<file path="src/rtl/tinyalu_arbiter.sv">
// Round-robin arbiter sharing one tinyalu between N_REQ requesters.
// One operation in flight at a time; a watchdog aborts hung operations and pulses the ALU reset.
module tinyalu_arbiter #(
   parameter int N_REQ   = 4,
   parameter int TIMEOUT = 16
) (
   input  logic                 clk,
   input  logic                 reset,
   input  logic [N_REQ-1:0]     req_valid,
   output logic [N_REQ-1:0]     req_ready,
   input  logic [8*N_REQ-1:0]   req_a,
   input  logic [8*N_REQ-1:0]   req_b,
   input  logic [3*N_REQ-1:0]   req_op,
   output logic [N_REQ-1:0]     rsp_valid,
   output logic [15:0]          rsp_result,
   output logic                 rsp_error,
   output logic                 alu_rst_n,
   output logic                 alu_start,
   output logic [7:0]           alu_a,
   output logic [7:0]           alu_b,
   output logic [2:0]           alu_op,
   input  logic                 alu_done,
   input  logic [15:0]          alu_result
);

   localparam int IW = $clog2(N_REQ);
   localparam int WW = $clog2(TIMEOUT);

   typedef enum logic [1:0] {IDLE, ISSUE, WAIT_DONE, RESPOND} state_t;

   state_t          state;
   logic [IW-1:0]   last_grant;
   logic [IW-1:0]   owner;
   logic [7:0]      a_q;
   logic [7:0]      b_q;
   logic [2:0]      op_q;
   logic [15:0]     result_q;
   logic            error_q;
   logic [WW-1:0]   wd;
   logic            abort_pulse;

   logic            grant_found;
   logic [IW-1:0]   grant_idx;
   logic [IW-1:0]   cand;

   // Search starts just past the previous owner so every requester gets a turn.
   always_comb begin
      grant_found = 1'b0;
      grant_idx   = '0;
      cand        = '0;
      for (int k = 1; k <= N_REQ; k++) begin
         cand = IW'((int'(last_grant) + k) % N_REQ);
         if (!grant_found && req_valid[cand]) begin
            grant_found = 1'b1;
            grant_idx   = cand;
         end
      end
   end

   assign req_ready  = (state == IDLE && !reset && grant_found)
                       ? ({{(N_REQ-1){1'b0}}, 1'b1} << grant_idx) : '0;
   assign rsp_valid  = (state == RESPOND) ? ({{(N_REQ-1){1'b0}}, 1'b1} << owner) : '0;
   assign rsp_result = (state == RESPOND) ? result_q : 16'd0;
   assign rsp_error  = (state == RESPOND) ? error_q : 1'b0;
   assign alu_rst_n  = !(reset | abort_pulse);
   assign alu_a      = a_q;
   assign alu_b      = b_q;
   assign alu_op     = op_q;

   always_ff @(posedge clk) begin
      if (reset) begin
         state       <= IDLE;
         last_grant  <= IW'(N_REQ - 1);
         owner       <= '0;
         a_q         <= '0;
         b_q         <= '0;
         op_q        <= '0;
         result_q    <= '0;
         error_q     <= 1'b0;
         wd          <= '0;
         alu_start   <= 1'b0;
         abort_pulse <= 1'b0;
      end else begin
         alu_start   <= 1'b0;
         abort_pulse <= 1'b0;
         case (state)
            IDLE: begin
               if (grant_found) begin
                  a_q       <= req_a[8*grant_idx +: 8];
                  b_q       <= req_b[8*grant_idx +: 8];
                  op_q      <= req_op[3*grant_idx +: 3];
                  owner     <= grant_idx;
                  // Start is registered so it lands exactly in the ISSUE cycle.
                  alu_start <= (req_op[3*grant_idx +: 3] != 3'b000);
                  state     <= ISSUE;
               end
            end
            ISSUE: begin
               wd <= '0;
               if (op_q != 3'b000) begin
                  state <= WAIT_DONE;
               end else begin
                  result_q <= '0;
                  error_q  <= 1'b0;
                  state    <= RESPOND;
               end
            end
            WAIT_DONE: begin
               wd <= wd + 1'b1;
               if (alu_done) begin
                  result_q <= alu_result;
                  error_q  <= 1'b0;
                  state    <= RESPOND;
               end else if (wd == WW'(TIMEOUT - 1)) begin
                  result_q    <= '0;
                  error_q     <= 1'b1;
                  abort_pulse <= 1'b1;
                  state       <= RESPOND;
               end
            end
            RESPOND: begin
               last_grant <= owner;
               state      <= IDLE;
            end
            default: state <= IDLE;
         endcase
      end
   end

endmodule

</file>
<file path="config.mk">
export PLATFORM = sky130hd
export DESIGN_NAME = tinyalu_arbiter
export DESIGN_NICKNAME = d
export VERILOG_FILES = /design/src/rtl/tinyalu_arbiter.sv
export SDC_FILE = /design/constraint.sdc
export NUM_CORES = 1
export LEC_CHECK = 0
export CAP_MARGIN = 20
export CORE_ASPECT_RATIO = 0.6
export CORE_MARGIN = 2
export CORE_UTILIZATION = 30
export CTS_CLUSTER_DIAMETER = 50
export DETAILED_ROUTE_END_ITERATION = 6
export HOLD_SLACK_MARGIN = 0.08
export PLACE_DENSITY_LB_ADDON = 0.3
export SLEW_MARGIN = 20
export SYNTH_ARGS = -nofsm -noshare
export SYNTH_HDL_FRONTEND = slang
export SYNTH_SLANG_ARGS = --single-unit
</file>
<file path="constraint.sdc">
create_clock -name clk -period 5.54 [get_ports clk]
set_input_delay 1.662 -clock clk [delete_from_list [all_inputs] [get_ports clk]]
set_output_delay 1.662 -clock clk [all_outputs]
set_load 0.05 [all_outputs]
</file>
==> flow_metrics.tcl <==
set metrics [dict create \
    clock_sinks 48 \
    drt_iter0_drc 156 \
    leakage_nw 1.70 \
    peakVddDrop_mv 0.147 \
    worst-setup-path-type "in2out" \
    end_kind "output pin" \
    worst_pin_slew_ns 0.791 \
    hold_class "reg2reg" \
    ctsResizeCount 0 \
    antenna_found_initial 0 \
    dr.pass1.iters 4 \
    routed_wl_mm 9.78 \
    synthCells 352 \
    dieHeight_um 80.1 \
    multi_input_comb_area_um2 1760 \
    r2r_start "last_grant[1]" \
    place_ws_ns 0.403 \
    final_nets 588 \
    synth.most_common_cell "dfxtp_1" \
    num_vias 3134 \
    fmax_mhz 195 \
    cts_root_buf "clkbuf_16" \
    io_pins 145 \
    yosysWarnings 0 \
    syn_area_um2 2900 \
    critPathRequiredTime_ns 3.88 \
    num_rows 27 \
    finalSetupViolCount 0 \
    syn_avg_cell_area_um2 8.23 \
    yosysTopAreaCellShare_pct 33.2 \
    maxCapViolCount 0 \
    fillers 862 \
    dp_hpwl_mm 7.49 \
    power_density_nw_per_um2 404 \
    clock_latency_ns 0.28 \
    period_share_pct 92.7 \
    first_global_vias 3079 \
    maxSlewHeadroom_pct 47.1 \
    portBuffers 144 \
    synth_top_area_cell "dfxtp_1" \
    grt_max_degree 47 \
    setup.worst_path.start "req_valid[3]" \
    start_kind "primary input" \
    initial_core_util_pct 31.2 \
    cts.clk_slew.worst_paths_ns 0.06 \
    tns_ns 0 \
    wl_per_cell_um 16.0 \
    finalHoldViolCount 0 \
    synth_edf_count 0 \
    synth_area_leaders "dfxtp_1 33%, and2_1 5.2%, a211oi_1 4.9%" \
    num_antenna_cells 0 \
    area_growth_pct 59.9 \
    drc 0 \
    synthTopCellsByCount "48 x dfxtp_1, 31 x nand2_1, 28 x nor2_1, 25 x a21oi_1, 24 x and2_1" \
    antenna_left 0 \
    cp_max_fo 10 \
    synth_ff_type "dfxtp_1" \
    synth_nets 457 \
    fin_skew_ns 0.00363 \
    grt-ovfl-total 0 \
    cp.arrival_ns 3.48 \
    fin_ws_ns 0.403 \
    fp.dieArea_um2 10500 \
    htree_levels 2 \
    grt_pass1_wl_mm 15.4 \
    numCtsBuffers 5 \
    min_period_ns 5.14 \
    gp_congestion 0.832 \
    cts_tree "built" \
    fp.coreArea_um2 9290 \
    outcome "completed" \
    async_flop_share_pct 0 \
    vias_per_cell 5.11 \
    regArea_um2 961 \
    die_x_um 131 \
    yosysSeqAreaShare_pct 33.2 \
    layout-drive-gt1-share_pct 8.49 \
    min_from "result_q[0]" \
    drv_slew 0 \
    cts_setup_buffers 0 \
    yosys.cell_types.count 49 \
    rrSetupSlack_ns 3.16 \
    cts_hold_buf 0 \
    yosys_register_bits 48 \
    rsz0062_at_grt "no" \
    grt_util_all_layers_pct 18.8 \
    clock_path_buffers 2 \
]
-- critical path, stage by stage --
cell and delay, ns:
clkdlybuf4s50_1 0.69, nor2_2 0.14, a21boi_2 0.39, nand2_1 0.16
nor2b_1 0.25, buf_12 0.18
-- cell families (layout without fill, tap and decap cells) --
group	after synthesis	after routing	share of synthesized area (%)
multiplexers	1	1	0.518
adder cells (fa/ha/maj)	6	6	2.59
flip-flops	48	48	33.2
AO/OA/AOI/OAI	120	120	32.6
buffers and inverters	35	166	5.92
AND/OR/NAND/NOR	142	142	25.2
-- power breakdown --
part / leakage [nW] / switching, mW / internal, mW / total, mW
clock: 0.0899 / 0.126 / 0.256 / 0.382
sequential: 0.393 / 0.0558 / 0.428 / 0.484
combinational: 1.21 / 0.635 / 0.369 / 1.00
total: 1.70 / 0.817 / 1.05 / 1.87
-- per-stage QoR --
| stage | std cells | cell area, um2 | utilization (%) | total power, mW | hold slack [ns] |
|---|---|---|---|---|---|
| final | 613 | 4630 | 49.8 | 1.87 | 0.447 |
| after global routing | 613 | 4630 | 49.8 | 1.99 | 0.472 |
| after CTS | 613 | 4630 | 49.8 | 1.89 | 0.452 |
| after detailed placement | 606 | 4450 | 47.9 | 1.50 | 0.443 |
| after global placement | 606 | 4450 | 47.9 | 1.48 | 0.435 |
| after floorplan | 352 | 2900 | - | 1.16 | 0.427 |
-- placed cells by master, fill, tap and decap left out, types with 6 or more instances in the layout --
cell type,n
a221oi_1,10
buf_4,7
ha_1,6
a21oi_1,25
a221oi_2,9
a21boi_0,17
nand2_1,31
clkdlybuf4s50_1,139
and2_1,24
o21ai_0,10
a211oi_1,19
and3_1,19
dfxtp_1,48
nand3_1,19
o21ai_1,9
nor2_1,28
inv_1,8
-- per-layer routing --
metal	vias to the layer above	GRT usage [%]	wire length [um]
met1	1461	26.0	4630
met2	115	30.1	4360
met4	0	4.04	104
met3	11	3.93	683
met5	-	0	0
li1	1547	-	-
-- final cells by class --
cell class / instances / area share, %
Sequential cell: 48 / 20.8
Inverter: 8 / 0.648
Tap cell: 130 / 3.51
Timing Repair Buffer: 151 / 33.0
Multi-Input combinational cell: 269 / 38.1
Clock buffer: 5 / 2.70
Clock inverter: 2 / 1.30
-- worst paths after layout --
| kind | endpoint | cells past startpoint |
|---|---|---|
| hold / removal | result_q[0] | 2 |
| setup reg to reg | alu_start | 6 |
| setup / recovery | req_ready[1] | 6 |
| hold reg to reg | result_q[0] | 2 |
-- state kept, by name (all words and copies together) (netlist names) --
| name | count |
|---|---|
| last_grant | 2 |
| result_q | 16 |
| alu_b | 8 |
| error_q | 1 |
| state | 2 |
| alu_a | 8 |
| alu_start | 1 |
| owner | 2 |
| alu_op | 3 |
| wd | 4 |
| abort_pulse | 1 |
No activity file was read; power rests on OpenSTA's default activity.
